File: src/rtl/multicycle_controller_if.sv
// ---------------------------------------------------------------------------
// multicycle_controller_if
// Bundles the connections between the multicycle control unit and the MIPS
// datapath/memory.
//   Datapath -> controller : op, funct (instruction register fields),
//                            zero (ALU flag), mem_ready (memory handshake)
//   Controller -> datapath : memread, memwrite, iord, irwrite, pcen, pcsrc,
//                            alusrca, alusrcb, zext, aluop, regwrite, regdst,
//                            wdsel, illegal_op, state, instr_count
// The master modport is the controller's view; slave is the datapath's view.
// ---------------------------------------------------------------------------
interface multicycle_controller_if #(
   parameter int ALUOP_W = 4,
   parameter int CNT_W   = 32
);
   logic [5:0]         op;
   logic [5:0]         funct;
   logic               zero;
   logic               mem_ready;

   logic               memread;
   logic               memwrite;
   logic               iord;
   logic               irwrite;
   logic               pcen;
   logic [1:0]         pcsrc;
   logic               alusrca;
   logic [1:0]         alusrcb;
   logic               zext;
   logic [ALUOP_W-1:0] aluop;
   logic               regwrite;
   logic [1:0]         regdst;
   logic [1:0]         wdsel;
   logic               illegal_op;
   logic [3:0]         state;
   logic [CNT_W-1:0]   instr_count;

   modport master (
      input  op, funct, zero, mem_ready,
      output memread, memwrite, iord, irwrite, pcen, pcsrc, alusrca, alusrcb,
             zext, aluop, regwrite, regdst, wdsel, illegal_op, state, instr_count
   );

   modport slave (
      output op, funct, zero, mem_ready,
      input  memread, memwrite, iord, irwrite, pcen, pcsrc, alusrca, alusrcb,
             zext, aluop, regwrite, regdst, wdsel, illegal_op, state, instr_count
   );
endinterface

File: src/rtl/multicycle_controller.sv
// ---------------------------------------------------------------------------
// multicycle_controller
// Moore control FSM for the 32-bit multicycle MIPS datapath. Steps each
// instruction through fetch/decode/execute/memory/writeback, stalls on the
// memory ready handshake, traps unknown opcodes into a sticky ILLEGAL state
// and counts retired instructions.
// Ports:
//   clk      - rising-edge clock
//   reset_n  - asynchronous active-low reset
//   bus      - multicycle_controller_if.master (IR fields, zero flag,
//              memory handshake in; datapath controls, debug state and
//              retired-instruction count out)
// ---------------------------------------------------------------------------
module multicycle_controller #(
   parameter int ALUOP_W = 4,
   parameter int CNT_W   = 32
) (
   input logic                      clk,
   input logic                      reset_n,
   multicycle_controller_if.master  bus
);

   localparam logic [5:0] OP_RTYPE = 6'b000000;
   localparam logic [5:0] OP_J     = 6'b000010;
   localparam logic [5:0] OP_JAL   = 6'b000011;
   localparam logic [5:0] OP_BEQ   = 6'b000100;
   localparam logic [5:0] OP_BNE   = 6'b000101;
   localparam logic [5:0] OP_ADDI  = 6'b001000;
   localparam logic [5:0] OP_ANDI  = 6'b001100;
   localparam logic [5:0] OP_ORI   = 6'b001101;
   localparam logic [5:0] OP_LW    = 6'b100011;
   localparam logic [5:0] OP_SW    = 6'b101011;
   localparam logic [5:0] FN_JR    = 6'b001000;

   localparam logic [ALUOP_W-1:0] ALU_ADD   = ALUOP_W'(0);
   localparam logic [ALUOP_W-1:0] ALU_SUB   = ALUOP_W'(1);
   localparam logic [ALUOP_W-1:0] ALU_AND   = ALUOP_W'(2);
   localparam logic [ALUOP_W-1:0] ALU_OR    = ALUOP_W'(3);
   localparam logic [ALUOP_W-1:0] ALU_FUNCT = '1;

   typedef enum logic [3:0] {
      S_FETCH   = 4'd0,
      S_DECODE  = 4'd1,
      S_MEMADR  = 4'd2,
      S_MEMRD   = 4'd3,
      S_MEMWB   = 4'd4,
      S_MEMWR   = 4'd5,
      S_REXEC   = 4'd6,
      S_ALUWB   = 4'd7,
      S_BRANCH  = 4'd8,
      S_IEXEC   = 4'd9,
      S_IWB     = 4'd10,
      S_JUMP    = 4'd11,
      S_JR      = 4'd12,
      S_JAL     = 4'd13,
      S_ILLEGAL = 4'd14
   } state_t;

   typedef struct packed {
      logic               memread;
      logic               memwrite;
      logic               iord;
      logic [1:0]         pcsrc;
      logic               alusrca;
      logic [1:0]         alusrcb;
      logic               zext;
      logic [ALUOP_W-1:0] aluop;
      logic               regwrite;
      logic [1:0]         regdst;
      logic [1:0]         wdsel;
      logic               illegal;
   } ctrl_t;

   state_t             r_state;
   state_t             w_nextState;
   ctrl_t              r_ctrl;
   logic [CNT_W-1:0]   r_instrCount;
   logic               w_retire;
   logic               w_pcen;

   // Moore output table. Evaluated on the state being entered so the
   // controls come straight out of flops and line up with r_state. The
   // opcode only matters for IEXEC, and it is already stable in DECODE
   // when IEXEC is chosen.
   function automatic ctrl_t decodeState(input state_t s, input logic [5:0] opc);
      ctrl_t c;
      c = '0;
      case (s)
         S_FETCH: begin
            c.memread = 1'b1;
            c.alusrcb = 2'b01;
            c.aluop   = ALU_ADD;
         end
         S_DECODE: begin
            c.alusrcb = 2'b11;
            c.aluop   = ALU_ADD;
         end
         S_MEMADR: begin
            c.alusrca = 1'b1;
            c.alusrcb = 2'b10;
            c.aluop   = ALU_ADD;
         end
         S_MEMRD: begin
            c.memread = 1'b1;
            c.iord    = 1'b1;
         end
         S_MEMWB: begin
            c.regwrite = 1'b1;
            c.wdsel    = 2'b01;
         end
         S_MEMWR: begin
            c.memwrite = 1'b1;
            c.iord     = 1'b1;
         end
         S_REXEC: begin
            c.alusrca = 1'b1;
            c.aluop   = ALU_FUNCT;
         end
         S_ALUWB: begin
            c.regwrite = 1'b1;
            c.regdst   = 2'b01;
         end
         S_BRANCH: begin
            c.alusrca = 1'b1;
            c.aluop   = ALU_SUB;
            c.pcsrc   = 2'b01;
         end
         S_IEXEC: begin
            c.alusrca = 1'b1;
            c.alusrcb = 2'b10;
            c.zext    = (opc == OP_ORI) || (opc == OP_ANDI);
            if (opc == OP_ORI)
               c.aluop = ALU_OR;
            else if (opc == OP_ANDI)
               c.aluop = ALU_AND;
            else
               c.aluop = ALU_ADD;
         end
         S_IWB: begin
            c.regwrite = 1'b1;
         end
         S_JUMP: begin
            c.pcsrc = 2'b10;
         end
         S_JR: begin
            c.pcsrc = 2'b11;
         end
         S_JAL: begin
            c.pcsrc    = 2'b10;
            c.regwrite = 1'b1;
            c.regdst   = 2'b10;
            c.wdsel    = 2'b10;
         end
         S_ILLEGAL: begin
            c.illegal = 1'b1;
         end
         default: begin
            c.illegal = 1'b1;
         end
      endcase
      return c;
   endfunction

   // Next-state logic. Memory states hold until mem_ready; every terminal
   // state of an instruction flags a retire so the counter bumps on the
   // same edge that returns to FETCH. ILLEGAL never leaves on its own.
   always_comb begin
      w_nextState = r_state;
      w_retire    = 1'b0;
      case (r_state)
         S_FETCH: begin
            if (bus.mem_ready)
               w_nextState = S_DECODE;
         end
         S_DECODE: begin
            case (bus.op)
               OP_LW, OP_SW:             w_nextState = S_MEMADR;
               OP_RTYPE:                 w_nextState = (bus.funct == FN_JR) ? S_JR : S_REXEC;
               OP_BEQ, OP_BNE:           w_nextState = S_BRANCH;
               OP_ADDI, OP_ORI, OP_ANDI: w_nextState = S_IEXEC;
               OP_J:                     w_nextState = S_JUMP;
               OP_JAL:                   w_nextState = S_JAL;
               default:                  w_nextState = S_ILLEGAL;
            endcase
         end
         S_MEMADR: begin
            w_nextState = (bus.op == OP_SW) ? S_MEMWR : S_MEMRD;
         end
         S_MEMRD: begin
            if (bus.mem_ready)
               w_nextState = S_MEMWB;
         end
         S_MEMWR: begin
            if (bus.mem_ready) begin
               w_nextState = S_FETCH;
               w_retire    = 1'b1;
            end
         end
         S_REXEC: begin
            w_nextState = S_ALUWB;
         end
         S_IEXEC: begin
            w_nextState = S_IWB;
         end
         S_MEMWB, S_ALUWB, S_BRANCH, S_IWB, S_JUMP, S_JR, S_JAL: begin
            w_nextState = S_FETCH;
            w_retire    = 1'b1;
         end
         S_ILLEGAL: begin
            w_nextState = S_ILLEGAL;
         end
         default: begin
            w_nextState = S_ILLEGAL;
         end
      endcase
   end

   // State, registered controls and the retire counter. Reset forces the
   // FETCH output pattern immediately, which also drops any write strobe
   // of an instruction that was still in flight. The counter wraps freely.
   always_ff @(posedge clk or negedge reset_n) begin
      if (!reset_n) begin
         r_state      <= S_FETCH;
         r_ctrl       <= decodeState(S_FETCH, OP_RTYPE);
         r_instrCount <= '0;
      end else begin
         r_state <= w_nextState;
         r_ctrl  <= decodeState(w_nextState, bus.op);
         if (w_retire)
            r_instrCount <= r_instrCount + 1'b1;
      end
   end

   // The PC and IR enables are the only outputs that look at inputs: they
   // must fall during a memory wait and follow the branch outcome, so they
   // are gated combinationally rather than registered.
   always_comb begin
      w_pcen = 1'b0;
      case (r_state)
         S_FETCH:               w_pcen = bus.mem_ready;
         S_BRANCH:              w_pcen = bus.zero ^ (bus.op == OP_BNE);
         S_JUMP, S_JR, S_JAL:   w_pcen = 1'b1;
         default:               w_pcen = 1'b0;
      endcase
   end

   assign bus.irwrite     = (r_state == S_FETCH) && bus.mem_ready;
   assign bus.pcen        = w_pcen;
   assign bus.memread     = r_ctrl.memread;
   assign bus.memwrite    = r_ctrl.memwrite;
   assign bus.iord        = r_ctrl.iord;
   assign bus.pcsrc       = r_ctrl.pcsrc;
   assign bus.alusrca     = r_ctrl.alusrca;
   assign bus.alusrcb     = r_ctrl.alusrcb;
   assign bus.zext        = r_ctrl.zext;
   assign bus.aluop       = r_ctrl.aluop;
   assign bus.regwrite    = r_ctrl.regwrite;
   assign bus.regdst      = r_ctrl.regdst;
   assign bus.wdsel       = r_ctrl.wdsel;
   assign bus.illegal_op  = r_ctrl.illegal;
   assign bus.state       = r_state;
   assign bus.instr_count = r_instrCount;

endmodule

File: src/flat_wrapper.sv
// flat-port wrapper written by rule: the top's interface ports become plain ports
module multicycle_controller_flat 
#(
   parameter int ALUOP_W = 4,
   parameter int CNT_W   = 32
)
  (clk, reset_n, bus_op, bus_funct, bus_zero, bus_mem_ready, bus_memread, bus_memwrite, bus_iord, bus_irwrite, bus_pcen, bus_pcsrc, bus_alusrca, bus_alusrcb, bus_zext, bus_aluop, bus_regwrite, bus_regdst, bus_wdsel, bus_illegal_op, bus_state, bus_instr_count);
  multicycle_controller_if #(.ALUOP_W(ALUOP_W), .CNT_W(CNT_W)) bus_i ();
  input logic clk;
  input logic reset_n;
  input wire logic [$bits(bus_i.op)-1:0] bus_op;
  input wire logic [$bits(bus_i.funct)-1:0] bus_funct;
  input wire logic [$bits(bus_i.zero)-1:0] bus_zero;
  input wire logic [$bits(bus_i.mem_ready)-1:0] bus_mem_ready;
  output wire logic [$bits(bus_i.memread)-1:0] bus_memread;
  output wire logic [$bits(bus_i.memwrite)-1:0] bus_memwrite;
  output wire logic [$bits(bus_i.iord)-1:0] bus_iord;
  output wire logic [$bits(bus_i.irwrite)-1:0] bus_irwrite;
  output wire logic [$bits(bus_i.pcen)-1:0] bus_pcen;
  output wire logic [$bits(bus_i.pcsrc)-1:0] bus_pcsrc;
  output wire logic [$bits(bus_i.alusrca)-1:0] bus_alusrca;
  output wire logic [$bits(bus_i.alusrcb)-1:0] bus_alusrcb;
  output wire logic [$bits(bus_i.zext)-1:0] bus_zext;
  output wire logic [$bits(bus_i.aluop)-1:0] bus_aluop;
  output wire logic [$bits(bus_i.regwrite)-1:0] bus_regwrite;
  output wire logic [$bits(bus_i.regdst)-1:0] bus_regdst;
  output wire logic [$bits(bus_i.wdsel)-1:0] bus_wdsel;
  output wire logic [$bits(bus_i.illegal_op)-1:0] bus_illegal_op;
  output wire logic [$bits(bus_i.state)-1:0] bus_state;
  output wire logic [$bits(bus_i.instr_count)-1:0] bus_instr_count;
  assign bus_i.op = bus_op;
  assign bus_i.funct = bus_funct;
  assign bus_i.zero = bus_zero;
  assign bus_i.mem_ready = bus_mem_ready;
  assign bus_memread = bus_i.memread;
  assign bus_memwrite = bus_i.memwrite;
  assign bus_iord = bus_i.iord;
  assign bus_irwrite = bus_i.irwrite;
  assign bus_pcen = bus_i.pcen;
  assign bus_pcsrc = bus_i.pcsrc;
  assign bus_alusrca = bus_i.alusrca;
  assign bus_alusrcb = bus_i.alusrcb;
  assign bus_zext = bus_i.zext;
  assign bus_aluop = bus_i.aluop;
  assign bus_regwrite = bus_i.regwrite;
  assign bus_regdst = bus_i.regdst;
  assign bus_wdsel = bus_i.wdsel;
  assign bus_illegal_op = bus_i.illegal_op;
  assign bus_state = bus_i.state;
  assign bus_instr_count = bus_i.instr_count;
  multicycle_controller #(.ALUOP_W(ALUOP_W), .CNT_W(CNT_W)) u_core (.clk(clk), .reset_n(reset_n), .bus(bus_i));
endmodule
File: config.mk
export PLATFORM = sky130hd
export DESIGN_NAME = multicycle_controller_flat
export DESIGN_NICKNAME = d
export VERILOG_FILES = /design/src/rtl/multicycle_controller_if.sv /design/src/rtl/multicycle_controller.sv /design/src/flat_wrapper.sv
export SDC_FILE = /design/constraint.sdc
export NUM_CORES = 1
export LEC_CHECK = 0
export ABC_AREA = 1
export CELL_PAD_IN_SITES_DETAIL_PLACEMENT = 2
export CELL_PAD_IN_SITES_GLOBAL_PLACEMENT = 2
export CORE_MARGIN = 3
export CORE_UTILIZATION = 28
export CTS_CLUSTER_DIAMETER = 200
export DETAILED_ROUTE_END_ITERATION = 8
export PLACE_DENSITY = 0.78
export SLEW_MARGIN = 20
export SYNTH_ARGS = -nofsm -noshare
export SYNTH_HDL_FRONTEND = slang
export SYNTH_SLANG_ARGS = --single-unit
export TNS_END_PERCENT = 5
File: constraint.sdc
create_clock -name clk -period 1.9 [get_ports clk]
set_input_delay 0.38 -clock clk [delete_from_list [all_inputs] [get_ports clk]]
set_output_delay 0.38 -clock clk [all_outputs]
set_load 0.005 [all_outputs]
**Yosys cells after proc, flatten, opt, wreduce, memory -nomap -nowiden**

Cells that the tools add are included.

- $add $sub $neg: 1
- Eq/ne operators: 36
- Multiplexer cells: 24
- Bitwise operators: 1
- Reduce and logical (&&, ||, !) cells: 17

Operators by type and width:

| cell | count |
|---|---|
| == test 4 bit, second input constant | 12 |
| adder 32 x 1 -> 32 bit, second input constant | 1 |
| == test 4 x 3 -> 1 bit, second input constant | 8 |
| case mux 4 bit (8 select lines) | 1 |
| == test 6 x 4 -> 1 bit, second input constant | 4 |
| case mux 4 bit (6 select lines) | 1 |
| == test 4 x 2 -> 1 bit, second input constant | 4 |
| two-way mux 4 bit | 4 |
| OR reduction 14 bit | 1 |
| == test 6 x 2 -> 1 bit, second input constant | 2 |
| == test 6 x 3 -> 1 bit, second input constant | 2 |
| == test 6 bit, second input constant | 2 |
| case mux 2 bit (3 select lines) | 2 |
| case mux 4 bit (3 select lines) | 1 |
| OR reduction 2 bit | 6 |
| == test 4 x 1 -> 1 bit, second input constant | 2 |
| logical NOT 4 bit | 2 |
| two-way mux 1 bit | 8 |
| case mux 2 bit (2 select lines) | 2 |
| OR reduction 4 bit | 2 |
| OR reduction 7 bit | 1 |
| logical NOT 6 bit | 1 |
| OR reduction 3 bit | 2 |
| two-way mux 2 bit | 2 |
| other kinds (6) | 6 |

- Register bits after elaboration: 55

**Logic depth before layout (Yosys ltp)**

Gate-level depths: netlist of the first run.

- Depth after elaboration: 7
- Gate-level depth with buffers: 13

**Worst setup path before layout of the first run**

OpenSTA, ideal clock, no wires.

- Kind: reg2reg
- Start: reg u_core.r_instrCount[0] (netlist: u_core.bus.instr_count[0])
- End: reg u_core.r_instrCount[20] (netlist: u_core.bus.instr_count[20])
- Arrival time: 1467 ps
- Setup slack: 310 ps
- Stages on the path, launching flop included: 11
- Period minus slack after synthesis: 1590 ps
- Path through: dfrtp_1 ha_1 nand3_1 inv_1 nand2_1 nor2_1 nand3_2 nor2_4 nand2_1 o21ai_0 nand2_1

- Word-level cells in the longest chain between the ends: 1

Ends and longest elaborated chain:

| item | RTL line | source |
|---|---|---|
| from (decl) | multicycle_controller.sv:77 | `logic [CNT_W-1:0] r_instrCount;` |
| from (signal assigned) | multicycle_controller.sv:230 | `r_instrCount <= r_instrCount + 1'b1;` |
| adder 32 x 1 -> 32 bit | multicycle_controller.sv:230 |  |

No other way between the ends.
A chain may end at the register's enable or synchronous reset.

**Worst setup path after layout of the first run**

- Start: reg u_core.r_state[2] (netlist: u_core.bus.state[2])
- End: reg u_core.r_instrCount[28] (netlist: u_core.bus.instr_count[28])

- Word-level cells in the longest chain between the ends: 3
- Elaborated cells on any way between the ends: 10
- Classes of those cells: 8 x eq/ne; 1 x mux; 1 x reduce/logical

Ends and longest elaborated chain:

| item | RTL line | source |
|---|---|---|
| from (decl) | multicycle_controller.sv:74 | `state_t r_state;` |
| from (signal assigned) | multicycle_controller.sv:227 | `r_state <= w_nextState;` |
| == test 4 x 3 -> 1 bit / == test 4 bit (equally long branches) | multicycle_controller.sv:170 | `case (r_state)` |
| OR reduction 7 bit | multicycle_controller.sv:170 |  |
| case mux 1 bit (2 select lines) (*) | multicycle_controller.sv:170 |  |

Every way passes the cells marked *; elsewhere a longest branch is shown, timed or not.

==> results of run 1 <==
-- layout make-up --
| type | count | area (µm²) |
|---|---|---|
| inverter | 48 | 182.7 |
| fill | 1074 | 5125 |
| multi-input combinational | 252 | 1588 |
| tap | 133 | 166.4 |
| sequential | 53 | 1334 |
| timing repair buffer | 143 | 1262 |
| clock buffer | 7 | 86.33 |
| clock inverter | 1 | 30.03 |
-- synthesized netlist by cell type, drive strengths merged --
master / instances / share of area (%)
ha: 1 / 0.44
nor3: 15 / 3.4
and3: 1 / 0.22
dfrtp: 51 / 45
nand4: 4 / 0.89
buf: 3 / 0.71
nor4: 3 / 0.66
dfstp: 2 / 1.9
nand3: 27 / 5.1
o22ai: 2 / 0.44
inv: 48 / 6.4
o21ai: 13 / 2.6
xor2: 14 / 4.3
nand2: 93 / 13
xnor2: 14 / 4.3
a21oi: 2 / 0.35
nor2: 63 / 9.7
-- metrics by stage --
stage                     setup slack, ps  hold WS (ps)  std cells  TNS (ps)  power [mW]
after floorplan                     310.4         84.41        356         0       2.541
after global placement             -444.6         399.3        606     -5704       3.807
after detailed placement           -529.7         407.7        606     -8189       3.936
after CTS                          -75.89         52.56        625    -182.2       5.006
after global routing               -215.3         63.07        637     -3720       5.901
final                              -93.03         45.52        637    -574.8       5.527
-- logic make-up after synthesis --
family	Yosys count	synth area share, %
AO/OA/AOI/OAI	17	3.364
XOR/XNOR	28	8.677
adder cells (fa/ha/maj)	1	0.4426
buffers and inverters	51	7.083
flip-flops	53	47.01
AND/OR/NAND/NOR	206	33.42
-- where the power goes --
part	total (mW)	internal (mW)	switching, mW	leakage [nW]
Sequential	1.61	1.38	0.230	0.698
Clock	0.828	0.430	0.397	0.0585
Combinational	3.09	1.50	1.58	1.41
Total	5.53	3.32	2.21	2.16
-- metal layers --
layer  track usage, %  up-vias  part of all wire (%)
li1                 -     1404                     -
met1            20.12     1490                    38
met2            39.19       46                    59
met3            2.793        5                   2.6
met4            3.562        0                  0.68
met5                0        -                     0
-- worst min path at each step --
stage	start	slack (ps)	cells after the start	endpoint
after CTS	reset_n	50	2	u_core.bus.instr_count[0]
after detailed placement	reset_n	410	2	u_core.bus.instr_count[0]
after global routing	reset_n	60	2	u_core.bus.instr_count[3]
after global placement	reset_n	400	2	u_core.bus.instr_count[0]
final	reset_n	50	2	u_core.bus.instr_count[15]
after floorplan	reset_n	80	0	u_core.bus.aluop[0]
-- state kept, by name, indices dropped and copies added (netlist names), 2 cells and up --
| name | flops |
|---|---|
| u_core.bus.aluop | 3 |
| u_core.bus.instr_count | 32 |
| u_core.bus.alusrcb | 2 |
| u_core.bus.regdst | 2 |
| u_core.bus.state | 4 |
| u_core.bus.pcsrc | 2 |
-- repair_timing --
item	CTS	global route
buffers inserted	11	12
endpoints found under the hold margin	0	0
pin swaps	7	16
setup endpoints to repair	22	34
resized for setup	34	66
==> summary.md, run 1 <==
| Metric | Value |
|---|---|
| Initial Utilization | 28.92% |
| Cells after synthesis | 356 |
| Gpl congestion | 0.7874 |
| Reg2reg start | u_core.bus.state[2] |
| Vias in the first global route | 3316 |
| DRC violations left | 0 |
| I/O pins | 73 |
| Worst Setup End Kind | flop |
| PD cells | 1189 nW/µm² |
| Final setup viols | 18 |
| Wire length per cell | 18.16 µm |
| #FFs+latches synth | 53 |
| Final period utilization | 104.9% |
| Deepest clock path buffer count | 2 |
| Hold buffers post-CTS | 0 |
| Total CTS buffers | 5 |
| Die Y | 106.5 µm |
| Largest net degree at the start of global routing | 54 |
| Most frequent cells in the layout | 70 x nand2_1, 66 x buf_4, 63 x clkdlybuf4s50_1, 47 x dfrtp_1, 41 x inv_1 |
| Diodes inserted | 0 |
| Tmin final | 1993 ps |
| HPWL after DPL | 7986 µm |
| Syn nets | 373 |
| Mapped cell area | 2826 µm² |
| R2r worst-path depth | 10 |
| Buf/Inv on CP | 3 |
| Mean post-synth cell area | 7.939 µm² |
| Root Buffer | clkbuf_8 |
| Wirelength, routed | 11570 µm |
| Clock skew | 4.888 ps |
| First-pass DRT Iterations | 4 |
| Final Hold Vio Count | 0 |
| CP startpoint | u_core.bus.state[2] |
| Initial antenna violation count | 0 |
| CP startpoint kind | flop |
| Sequential share of the synthesized area | 47.01% |
| Worst-path fanout max | 5 |
| Detail Route Antenna Nets | 0 |
| Failing checks | setup timing |
| Clk_lat worst skew | 320 ps |
| Reg2reg setup slack | -90 ps |
| Num rows | 36 |
| CTS Sinks | 53 |
| Hold WC Path Type | primary input to async pin |
| Leak Pwr | 2.163 nW |
| Worst setup path class | flop to flop |
| Die Area | 11340 µm² |
| Layout area overhead | 64.50% |
| Die Width | 106.5 µm |
| Status | finished with violations |
| Peak Freq | 501.7 MHz |
| H-tree levels | 2 |
| DR vias/cell | 4.623 |
| RSZ-0062 raised after global routing | true |
| Most common cell after layout, fill and taps aside | nand2_1 |
| Yosys cell types | 28 |
| Finished Core Util | 47.57% |
| Top Family by Delay on Critical Path | simple AND/OR/NAND/NOR gates |
| Final Cell Area | 4649 µm² |
| Measured slew at the worst slew-check pin | 420.3 ps |
| Peak supply drop | 0.3868 mV |
| PortBufs | 72 |
| CP Capture Point | u_core.bus.instr_count[28] |
| Cell Area, Placed | 4061 µm² |
| Pins over their slew limit | 0 |
| Worst Path Required | 2110 ps |
| CTS tree | built |
| Stages on worst setup path | 10 |
| Ys Warns | 0 |
| Crit path largest cell delay | 430 ps |
| Most frequent CP cell | nor2_4 |
| Reg-to-Reg End | u_core.bus.instr_count[28] |
| Fin nets | 520 |
| GRT Overall Usage | 18.99% |
| Clock slew at reported path FFs | 100 ps |
| Worst-path cell chain | inv_2 -> buf_4 -> nor2_4 -> nand4_1 -> nand2_4 -> nand3_4 -> nor2_4 -> buf_6 -> nand3_1 -> xnor2_1 |
| Layout cells sized above 1 | 33.33% |
| Worst EP arrival | 2210 ps |
| Initial DRC count | 79 |
| Via count | 2945 |
| Post-route setup slack | -93.03 ps |
| Core Region | 9774 µm² |
| Max_slew headroom | 71.72% |
| First-pass GRT wire length | 17070 µm |
| GRT overflow | 0 |
| Critical path's slowest cell | dfrtp_1 |
| Max Cap Violations | 0 |
Note: power is estimated with default switching activity, not from simulation.
==> run 2, diff against run 1 <==
- CAP_MARGIN: not set -> 20
- TNS_END_PERCENT: 5 -> 10
==> summary.md, run 2 (synthesis results as in run 1) <==
| Metric | Value |
|---|---|
| Core Region | 9774 µm² (unchanged) |
| Clock slew at reported path FFs | 100 ps (about the same) |
| Wire length per cell | 17.95 µm (-1.2%) |
| Finished Core Util | 47.61% (about the same) |
| First-pass GRT wire length | 17070 µm (unchanged) |
| Die Width | 106.5 µm (unchanged) |
| Reg-to-Reg End | u_core.bus.aluop[0] |
| Measured slew at the worst slew-check pin | 421.5 ps (+1.218 ps) |
| Pint | 3.337 mW (+0.57%) |
| Reg2reg start | u_core.bus.state[2] |
| WL met1 | 4243 µm (-3.8%) |
| Top Family by Delay on Critical Path | simple AND/OR/NAND/NOR gates |
| Clock skew | 4.275 ps (-0.6127 ps) |
| Failing checks | setup timing |
| RSZ-0062 raised after global routing | true |
| Clk_lat worst skew | 320 ps (about the same) |
| Root Buffer | clkbuf_8 |
| Layout area overhead | 64.63% (about the same) |
| Sequential fraction of design power | 29.2% (about the same) |
| Crit path largest cell delay | 440 ps (about the same) |
| DRC violations left | 0 (unchanged) |
| Final Cell Area | 4653 µm² (about the same) |
| Worst Path Required | 2120 ps (about the same) |
| Total CTS buffers | 5 (unchanged) |
| Worst setup path class | flop to flop |
| Diodes inserted | 0 (unchanged) |
| Num rows | 36 (unchanged) |
| Final Hold Vio Count | 0 (unchanged) |
| CTS tree | built |
| Initial Utilization | 28.92% (unchanged) |
| Peak supply drop | 0.3933 mV (+1.7%) |
| Initial DRC count | 75 (-5.1%) |
| Met2 Wirelength | 6766 µm (-0.27%) |
| GRT Overall Usage | 18.99% (unchanged) |
| Psw | 2.211 mW (+0.13%) |
| Worst Setup End Kind | flop |
| Worst-path fanout max | 4 (-1) |
| Routed wl met3 | 285 µm (-3.7%) |
| Via count | 2956 (+0.37%) |
| Tmin final | 1975 ps (-18.50 ps) |
| Worst-path cell chain | buf_6 -> nor2_4 -> buf_4 -> inv_2 -> nor2_1 -> inv_1 -> nor2_4 -> nor3_4 -> buf_4 -> nand3_4 -> nor2_2 -> nor2_1 -> nand2_1 |
| Setup TNS | -394.0 ps (+180.8 ps) |
| First-pass DRT Iterations | 4 (unchanged) |
| Peak Freq | 506.4 MHz (+0.94%) |
| Worst EP arrival | 2190 ps (-20 ps) |
| Reg2reg setup slack | -70 ps (+20 ps) |
| CTS Sinks | 53 (unchanged) |
| Comb pwr share | 56.0% (+0.2 points) |
| Vias in the first global route | 3316 (unchanged) |
| PortBufs | 72 (unchanged) |
| Pre-CTS setup slack | -529.7 ps (unchanged) |
| Deepest clock path buffer count | 2 (unchanged) |
| Total power | 5.549 mW (+0.39%) |
| Top sig layer | met4 |
| Clock share of power | 14.8% (-0.2 points) |
| Die Area | 11340 µm² (unchanged) |
| Cell Area, Placed | 4061 µm² (unchanged) |
| Leak Pwr | 2.167 nW (+0.21%) |
| DR vias/cell | 4.633 (+0.22%) |
| Final setup viols | 11 (-7) |
| Initial antenna violation count | 0 (unchanged) |
| Critical path's slowest cell | dfrtp_1 |
| GRT overflow | 0 (unchanged) |
| CP startpoint kind | flop |
| Layout cells sized above 1 | 33.66% (+0.33 points) |
| Max_slew headroom | 71.64% (-0.082 points) |
| Final period utilization | 103.9% (-0.97 points) |
| Most frequent cells in the layout | 68 x nand2_1, 67 x buf_4, 63 x clkdlybuf4s50_1, 47 x dfrtp_1, 41 x inv_1 |
| Largest net degree at the start of global routing | 54 (unchanged) |
| HPWL after DPL | 7986 µm (unchanged) |
| R2r worst-path depth | 13 (+3) |
| H-tree levels | 2 (unchanged) |
| CP startpoint | u_core.bus.state[2] |
| Wirelength, routed | 11460 µm (-1.0%) |
| Max Cap Violations | 0 (unchanged) |
| Buf/Inv on CP | 5 (+2) |
| Gpl congestion | 0.7874 (unchanged) |
| Max reg flops | 32 (unchanged) |
| Post-route setup slack | -74.54 ps (+18.50 ps) |
| I/O pins | 73 (unchanged) |
| Hold WC Path Type | primary input to async pin |
| Detail Route Antenna Nets | 0 (unchanged) |
| Switching Fraction | 39.85% (-0.10 points) |
| FILL cells | 1075 (+0.093%) |
| Most common cell after layout, fill and taps aside | nand2_1 |
| Pins over their slew limit | 0 (unchanged) |
| Fin nets | 521 (+0.19%) |
| Status | finished with violations |
| PD cells | 1192 nW/µm² (+0.31%) |
| Die Y | 106.5 µm (unchanged) |
run 2: cell types whose count changed in the layout (fill, tap and decap cells not counted), sizes merged:
cell | before | now
buf | 73 | 74
run 2: final cells by class:
type,instances,area (µm²),share of cell area [%]
clock buffers,7,86.33,1.855
clock inverters,1,30.03,0.6453
inverters,48,182.7,3.926
multi-input cells,252,1584,34.04
flip-flops and latches,53,1334,28.66
well taps,133,166.4,3.576
repair buffers,144,1270,27.29
run 2: worst max path at each step:
stage	to	slack (ps)	cells after the start
final	u_core.bus.aluop[0]	-70	13
after detailed placement	u_core.bus.aluop[1]	-530	12
after global placement	bus_pcen	-440	9
after CTS	bus_pcen	-80	8
after global routing	u_core.bus.aluop[0]	-210	13
after floorplan	u_core.bus.instr_count[20]	310	10
run 2: power by group through the flow:
stage / Sequential, mW / Combinational [mW] / Clock [mW]
2_1_floorplan: 1.59 / 0.953 / 0
3_3_place_gp: 1.62 / 2.19 / 0
3_5_place_dp: 1.63 / 2.31 / 0
4_1_cts: 1.61 / 2.56 / 0.842
5_1_grt: 1.65 / 3.38 / 0.892
6_report: 1.62 / 3.11 / 0.823
run 2: per-layer routing:
layer	track usage, %	vias to the layer above
li1	-	1405
met1	20.12	1491
met2	39.19	50
met3	2.793	10
met4	3.562	0
met5	0	-
run 2: per-stage QoR:
stage | std cells | hold WS, ps
finish | 638 | 47.84
global route | 638 | 63.18
CTS | 625 | 52.56
detailed placement | 606 | 407.7
global placement | 606 | 399.3
floorplan | 356 | 84.41
run 2: what timing repair did:
action | 4_1_cts | 5_1_grt
pin swaps | 7 | 16
endpoints found under the hold margin | 0 | 0
setup endpoints to repair | 22 | 34
hold buffers | 0 | 0
gates resized for setup | 34 | 65
setup buffers | 11 | 13
